### src/rtl/tfab_pkg.sv
// Shared trit-fabric definitions: trit lane codes, packed-word constants and responder FSM states.
package tfab_pkg;
  localparam int TRIT_WORD_W = 24;
  localparam int POW3_15     = 14348907;

  localparam logic [1:0] TRIT_ZERO = 2'b00;
  localparam logic [1:0] TRIT_POS  = 2'b01;
  localparam logic [1:0] TRIT_NEG  = 2'b11;

  typedef enum logic [2:0] {
    ST_IDLE,
    ST_ISSUE,
    ST_WAIT,
    ST_UNPACK,
    ST_RESP
  } fsm_state_t;

  // Base-3 digit (0..2) to signed trit lane code.
  function automatic logic [1:0] trit_code(input logic [1:0] digit);
    case (digit)
      2'd1:    trit_code = TRIT_POS;
      2'd2:    trit_code = TRIT_NEG;
      default: trit_code = TRIT_ZERO;
    endcase
  endfunction
endpackage

### src/rtl/trit_unpacker.sv
// Iterative base-3 decoder: one digit per cycle, digit 0 produced on the start edge.
// Used by frame_mem_responder only when TRIT_UNPACK_EN is defined.
module trit_unpacker
  import tfab_pkg::*;
#(
  parameter int LANE_COUNT = 15
) (
  input  logic                         clk,
  input  logic                         reset_n,
  input  logic                         start,
  input  logic [TRIT_WORD_W-1:0]       word,
  output logic                         busy,
  output logic                         done,
  output logic                         invalid,
  output logic [LANE_COUNT-1:0][1:0]   lane_vec
);
  localparam int IDX_W = $clog2(LANE_COUNT);

  logic [TRIT_WORD_W-1:0] rem_q;
  logic [IDX_W-1:0]       idx_q;
  logic [TRIT_WORD_W-1:0] src;
  logic [TRIT_WORD_W-1:0] quot;
  logic [1:0]             digit;

  // The start cycle decodes straight from the incoming word so the full
  // decode finishes one cycle earlier and done lands on the 15th cycle.
  assign src   = start ? word : rem_q;
  assign digit = 2'(src % TRIT_WORD_W'(3));
  assign quot  = src / TRIT_WORD_W'(3);

  always_ff @(posedge clk or negedge reset_n) begin
    if (!reset_n) begin
      rem_q    <= '0;
      idx_q    <= '0;
      busy     <= 1'b0;
      done     <= 1'b0;
      invalid  <= 1'b0;
      lane_vec <= '0;
    end else if (start) begin
      rem_q       <= quot;
      idx_q       <= IDX_W'(1);
      busy        <= 1'b1;
      done        <= 1'b0;
      invalid     <= word >= TRIT_WORD_W'(POW3_15);
      lane_vec    <= '0;
      lane_vec[0] <= trit_code(digit);
    end else if (busy) begin
      lane_vec[idx_q] <= trit_code(digit);
      rem_q           <= quot;
      idx_q           <= idx_q + 1'b1;
      if (idx_q == IDX_W'(LANE_COUNT-1)) begin
        busy <= 1'b0;
        done <= 1'b1;
      end
    end else begin
      done <= 1'b0;
    end
  end
endmodule

### src/rtl/frame_mem_responder.sv
// Memory-side responder: one SRAM word per beat returned on lane_data with a mem_ready pulse.
// TRIT_UNPACK_EN selects base-3 trit unpacking of each word (adds a 15-cycle UNPACK state).
module frame_mem_responder
  import tfab_pkg::*;
#(
  parameter int ADDR_WIDTH   = 32,
  parameter int LANE_COUNT   = 15,
  parameter int SRAM_AW      = 12,
  parameter int READ_LATENCY = 1
) (
  input  logic                    clk,
  input  logic                    reset_n,
  input  logic                    engine_enable,
  input  logic [ADDR_WIDTH-1:0]   mem_addr,
  output logic                    mem_ready,
  output logic [2*LANE_COUNT-1:0] lane_data,
  output logic                    sram_rd_en,
  output logic [SRAM_AW-1:0]      sram_addr,
  input  logic [TRIT_WORD_W-1:0]  sram_rdata,
  output logic                    addr_err,
  output logic [15:0]             beat_count
);
  localparam int LANE_W = 2*LANE_COUNT;

  fsm_state_t      state_q, state_d;
  logic [2:0]      wcnt_q;
  logic            oor_q;
  logic            abort_q;
  logic            in_range;
  logic            last_wait;
  logic            abort;
  logic            unpack_done;
  logic            beat_bad;
  logic [LANE_W-1:0] beat_data;
  fsm_state_t      after_wait;

  assign in_range  = (mem_addr[ADDR_WIDTH-1:SRAM_AW] == '0);
  assign last_wait = (state_q == ST_WAIT) && (wcnt_q == 3'(READ_LATENCY-1));
  // Enable may drop at any point of the beat; remember it so the beat is dropped.
  assign abort     = abort_q | ~engine_enable;

`ifdef TRIT_UNPACK_EN
  logic                      up_busy;
  logic                      up_done;
  logic                      up_invalid;
  logic [LANE_COUNT-1:0][1:0] up_lanes;

  trit_unpacker #(.LANE_COUNT(LANE_COUNT)) u_unpack (
    .clk      (clk),
    .reset_n  (reset_n),
    .start    (last_wait),
    .word     (sram_rdata),
    .busy     (up_busy),
    .done     (up_done),
    .invalid  (up_invalid),
    .lane_vec (up_lanes)
  );

  assign after_wait  = ST_UNPACK;
  assign unpack_done = up_done & ~up_busy;
  assign beat_bad    = up_invalid & ~oor_q;
  assign beat_data   = (oor_q | up_invalid) ? '0 : LANE_W'(up_lanes);
`else
  assign after_wait  = ST_RESP;
  assign unpack_done = 1'b0;
  assign beat_bad    = 1'b0;
  assign beat_data   = oor_q ? '0 : {{(LANE_W-TRIT_WORD_W){1'b0}}, sram_rdata};
`endif

  always_comb begin
    state_d = state_q;
    case (state_q)
      ST_IDLE:   if (engine_enable) state_d = ST_ISSUE;
      ST_ISSUE:  state_d = ST_WAIT;
      ST_WAIT:   if (last_wait) state_d = abort ? ST_IDLE : after_wait;
      ST_UNPACK: begin
        if (abort)            state_d = ST_IDLE;
        else if (unpack_done) state_d = ST_RESP;
      end
      ST_RESP:   state_d = engine_enable ? ST_ISSUE : ST_IDLE;
      default:   state_d = ST_IDLE;
    endcase
  end

  assign mem_ready  = (state_q == ST_RESP);
  assign sram_rd_en = (state_q == ST_ISSUE) && in_range;
  assign sram_addr  = (state_q == ST_ISSUE) ? mem_addr[SRAM_AW-1:0] : '0;

  always_ff @(posedge clk or negedge reset_n) begin
    if (!reset_n) begin
      state_q    <= ST_IDLE;
      wcnt_q     <= '0;
      oor_q      <= 1'b0;
      abort_q    <= 1'b0;
      lane_data  <= '0;
      addr_err   <= 1'b0;
      beat_count <= '0;
    end else begin
      state_q <= state_d;
      if (state_q == ST_IDLE && engine_enable) begin
        addr_err   <= 1'b0;
        beat_count <= '0;
      end
      if (state_q == ST_ISSUE) begin
        oor_q   <= ~in_range;
        abort_q <= ~engine_enable;
        wcnt_q  <= '0;
        if (!in_range) addr_err <= 1'b1;
      end
      if (state_q == ST_WAIT) begin
        wcnt_q <= wcnt_q + 1'b1;
        if (!engine_enable) abort_q <= 1'b1;
      end
      // lane_data only moves on entry to RESP so it is stable across the pulse.
      if (state_d == ST_RESP) begin
        lane_data  <= beat_data;
        beat_count <= beat_count + 16'd1;
        if (beat_bad) addr_err <= 1'b1;
      end
    end
  end
endmodule

### config.mk
export PLATFORM = sky130hd
export DESIGN_NAME = frame_mem_responder
export DESIGN_NICKNAME = d
export VERILOG_FILES = /design/src/rtl/tfab_pkg.sv /design/src/rtl/trit_unpacker.sv /design/src/rtl/frame_mem_responder.sv
export SDC_FILE = /design/constraint.sdc
export NUM_CORES = 1
export LEC_CHECK = 0
export CAP_MARGIN = 10
export CORE_ASPECT_RATIO = 1.75
export CORE_MARGIN = 10
export CORE_UTILIZATION = 30
export CTS_BUF_LIST = sky130_fd_sc_hd__clkbuf_16
export CTS_CLUSTER_SIZE = 12
export DETAILED_ROUTE_END_ITERATION = 16
export GPL_ROUTABILITY_DRIVEN = 0
export PLACE_DENSITY = 0.71
export RECOVER_POWER = 25
export SYNTH_ARGS = -nofsm -noshare
export SYNTH_HDL_FRONTEND = slang
export SYNTH_HIERARCHICAL = 1
export SYNTH_SLANG_ARGS = --single-unit
### constraint.sdc
create_clock -name clk -period 1.9 [get_ports clk]
set_input_delay 0.38 -clock clk [delete_from_list [all_inputs] [get_ports clk]]
set_output_delay 0.38 -clock clk [all_outputs]
set_load 0.02 [all_outputs]
After elaboration in Yosys (flattened, before gate mapping)
Cells that the tools add are included.
- word-level logic and storage cells: 43
- flip-flop bits (word level): 55
- bitwise gates (word level): 3
- eq/ne operators: 5
- add/subtract/negate cells: 2
- muxes and demuxes: 18
- reductions and logical operators: 8
- operators with widths (operator ; count):
    two-way mux 16 bit ; 2
    two-way mux 24 bit ; 1
    logical NOT 20 bit ; 1
    two-way mux 3 bit ; 6
    adder 16 x 1 -> 16 bit, second input constant ; 1
    case mux 3 bit (5 select lines) ; 1
    two-way mux 12 bit ; 1
    two-way mux 1 bit ; 7
    equality test 3 x 2 -> 1 bit, second input constant ; 2
    equality test 3 bit, second input constant ; 2
    logical NOT 3 bit ; 2
    nonzero test 2 bit ; 2
    adder 3 x 1 -> 3 bit, second input constant ; 1
    equality test 3 x 1 -> 1 bit, second input constant ; 1
    logical AND 1 bit ; 3
    inverter 1 bit ; 2
    OR 1 bit ; 1

Depth between registers and ports, before layout
Gate-level depths: netlist of the first run.
- depth in word-level cells: 7
- depth in mapped cells: 9

Worst setup path after synthesis of the first run
Ideal clock, no wire load.
- path kind: register to register
- start point: register wcnt_q[0]
- end point: register beat_count[15]
- buffers on the path: 1
- setup slack: -0.108 ns
- setup time: 0.069 ns
- data arrival time: 1.939 ns
- cell stages (with the launch flop): 8
- cell sequence: dfrtp_1 -> inv_1 -> ha_1 -> or3b_4 -> or2_4 -> buf_6 -> or4_1 -> nand3_1
- cells in the longest elaborated chain, start to end: 6
- ends and longest elaborated chain (item ; line ; text):
    start, declared ; frame_mem_responder.sv:26 ; logic [2:0] wcnt_q;
    start signal, assigned ; frame_mem_responder.sv:111 ; wcnt_q <= wcnt_q + 1'b1;
    logical NOT 3 bit * ; frame_mem_responder.sv:38 ; assign last_wait = (state_q == ST_WAIT) && (wcnt_q == 3'(READ_LATENCY-1));
    logical AND 1 bit * ; frame_mem_responder.sv:38 ;
    two-way mux 3 bit * ; frame_mem_responder.sv:75 ; ST_WAIT: if (last_wait) state_d = abort ? ST_IDLE : after_wait;
    case mux 3 bit (5 select lines) * ; frame_mem_responder.sv:72 ; case (state_q)
    equality test 3 bit * ; frame_mem_responder.sv:115 ; if (state_d == ST_RESP) begin
    two-way mux 16 bit / nonzero test 2 bit (equally long branches) ; - ;
    end signal, assigned ; frame_mem_responder.sv:117 ; beat_count <= beat_count + 16'd1;
    end, declared ; frame_mem_responder.sv:21 ; output logic [15:0] beat_count
Every way passes the cells marked *; elsewhere a longest branch is shown, timed or not.
A chain may end at the register's enable or synchronous reset.

Worst setup path after layout of the first run
- start point: register wcnt_q[1]
- end point: register beat_count[9]
The elaborated chain is that of the path after synthesis.

==> metrics.yaml, run 1 <==
status: "finished with violations"
violations: "setup timing"
synthAdderAreaFrac_pct: 1.47
final.period_utilization_pct: 102
hold_ws_ns: 0.463
finalWorstSetupSlack_ns: -0.0344
synth_most_common_cell: "nand2_1"
path_cells: "inv_1 -> ha_2 -> or3b_4 -> or2_4 -> or4_1 -> nand3_1"
grt_max_degree: 46
fin_skew_ns: 0.00403
synth_top_area_share_pct: 48.1
finalMaxSlewViolations: 0
cap_violations: 0
grt_pass1_wl_um: 13500
ys_seq_area_share_pct: 48.1
cts.sinks: 49
ys_top_cells_by_count: "66 x nand2_1, 49 x dfrtp_1, 24 x nand3b_1, 20 x and3_1, 16 x o21ai_0"
clk_pin_slew_ns: 0.07
insertedDiodeCount: 0
cts-buffers-inserted: 5
setup_violations: 2
cp-start-kind: "flip-flop"
grt_usage_pct: 12.8
coreArea_um2: 8310
grt_pass1_vias: 2766
grt_remaining_overflow: 0
viasPerCell: 4.85
yosysUniqueCellTypes: 40
drtPass1Iterations: 4
cts_tree: "yes"
avgSynthCellArea_um2: 8.95
synth-simple-area-share_pct: 31.1
synth-xor-area-share_pct: 0
synth_top_family_by_area: "simple AND/OR/NAND/NOR gates"
final_antenna_net_count: 0
holdPathStages: 2
critPathArrivalTime_ns: 2.17
p_leak_nw: 2.09
worst-r2r-cell-count: 6
core.rowCount: 44
grt.busiest_layer: "met2"
drc: 0
grt_util_met1_pct: 12.6
fmax_mhz: 517
netlist_top_cells_area: "dfrtp_1 48%, nand2_1 9.7%, nand3b_1 7.1%, and3_1 4.9%, o21ai_0 3.1%"
wl_per_cell_um: 15.9
p_per_area_nw_per_um2: 795
clk_latency_ns: 0.29
syn_area_um2: 2550
routed_wirelength_um: 8530
synth-compound-area-share_pct: 12.6
hp-class: "reg -> reg"
cp_slowest_cell: "or4_1"
ys_ff_latch: 49
worst_setup_path_end_kind: "flip-flop"
nets: 482
placed_cell_area_um2: 3940
final_util_pct: 50.7
io_buffers: 113
fill_cells: 790
synth.mux.area_fraction_pct: 0.392
total_power_w: 0.00335
htree_levels: 2
vias: 2597
layout-drive-gt1-share_pct: 16.9
synth_ff_type: "dfrtp_1"
die_y_um: 142
clk_path_buf_depth: 2
root_buffer: "clkbuf_16"
synth_cells: 285
antenna_found_initial: 0
period_needed_ns: 1.93
slowest_delay_ns: 0.47
use_met2_pct: 24.0
required_ns: 2.13
yosys.area.top_type: "dfrtp_1"
tns_ns: -0.0632
ioPinCount: 120
slew_headroom_pct: 57.7
drt-initial-drc-count: 125
async_flop_share_pct: 100
die_w_um: 89.7
synth_edf_count: 0
start_util_pct: 30.7
ys_warn_count: 6
dp_hpwl_um: 6320
critPathMaxFanout: 5
finalHoldViolations: 0
grt.met3_usage_pct: 4.17
max_slew.worst_pin.slew_ns: 0.635
rsz0062_at_grt: "true"
worstSetupPathType: "reg -> reg"
syn_to_final_growth_pct: 65.1
ir_drop_mv: 0.464
dieArea_um2: 12700
design_area_um2: 4210
registers in the layout, summed over array words and instances, names as in the netlist:
name,count
lane_data,24
state_q,3
abort_q,1
beat_count,16
oor_q,1
addr_err,1
wcnt_q,3
report_power, final:
part / leakage [nW] / internal (W) / switching, W
clock: 0.0724 / 0.000479 / 0.000388
sequential: 0.669 / 0.00113 / 0.0000728
combinational: 1.35 / 0.000636 / 0.000644
layout make-up:
cell class / instances / area [µm²] / area share, %
Timing Repair Buffer: 146 / 1390 / 33.0
Multi-Input combinational cell: 209 / 1270 / 30.2
Sequential cell: 49 / 1230 / 29.1
Clock buffer: 5 / 125 / 2.97
Tap cell: 115 / 144 / 3.42
Inverter: 9 / 38.8 / 0.921
Clock inverter: 3 / 15.0 / 0.356
layer usage:
layer | routed length, µm | share of wire (%) | vias up
met4 | 162 | 1.9 | 0
li1 | - | - | 1256
met2 | 4600 | 54 | 103
met3 | 575 | 6.7 | 9
met5 | 0 | 0 | -
met1 | 3200 | 37 | 1229
critical path, delay by kind of cell (launching register included):
| family | cells | cell delay (ns) |
|---|---|---|
| buffers and inverters | 1 | 0.06 |
| adder cells (fa/ha/maj) | 1 | 0.18 |
| AND/OR/NAND/NOR | 4 | 1.26 |
| flip-flops | 1 | 0.37 |
worst paths after layout:
kind                                               start                        end  slack [ns]
worst max-delay path               wcnt_q[1]$_DFFE_PN0P_  beat_count[9]$_DFFE_PN0P_       -0.03
worst min-delay path            lane_data[7]$_DFFE_PN0N_   lane_data[7]$_DFFE_PN0N_        0.46
worst max register to register     wcnt_q[1]$_DFFE_PN0P_  beat_count[9]$_DFFE_PN0P_       -0.03
worst min register to register  lane_data[7]$_DFFE_PN0N_   lane_data[7]$_DFFE_PN0N_        0.46
max in group asynchronous                        reset_n   lane_data[8]$_DFFE_PN0N_        0.48
min in group asynchronous                        reset_n  lane_data[14]$_DFFE_PN0N_        0.48
timing repair:
action                     4_1_cts  5_1_grt
setup buffers                    5        0
hold buffers                     1        0
cloned                           2        0
setup endpoints to repair       43       51
pin swaps                       14       22
hold endpoints to repair         4        0
gates resized for setup         42       48
layout by cell type, fill, tap and decap left out, types with 10 or more instances in the layout:
cell type        instances
nand2_1                 66
and3_1                  20
dfrtp_1                 49
clkbuf_2                12
inv_1                   10
dlymetal6s2s_1          13
clkdlybuf4s50_1         82
buf_4                   25
nand3b_1                24
through the flow:
| step | cells | worst slack [ns] |
|---|---|---|
| after floorplan | 290 | -0.0175 |
| after global placement | 520 | -0.599 |
| after detailed placement | 520 | -0.649 |
| after CTS | 536 | -0.0528 |
| after global routing | 536 | -0.0861 |
| final | 536 | -0.0344 |
cells by family after synthesis:
logic type               count (synthesis)
AND/OR/NAND/NOR                        149
AO/OA/AOI/OAI                           49
flip-flops                              49
buffers and inverters                   33
adder cells (fa/ha/maj)                  3
multiplexers                             1
other                                    1
Power figures use the tool's default switching activity.
==> inputs of run 2 (changes only) <==
- CAP_MARGIN: 10 -> 20
- CTS_CLUSTER_DIAMETER: default -> 50
==> results of run 2 <==
No change in the layout: final DEF, timing and power equal those of run 1.
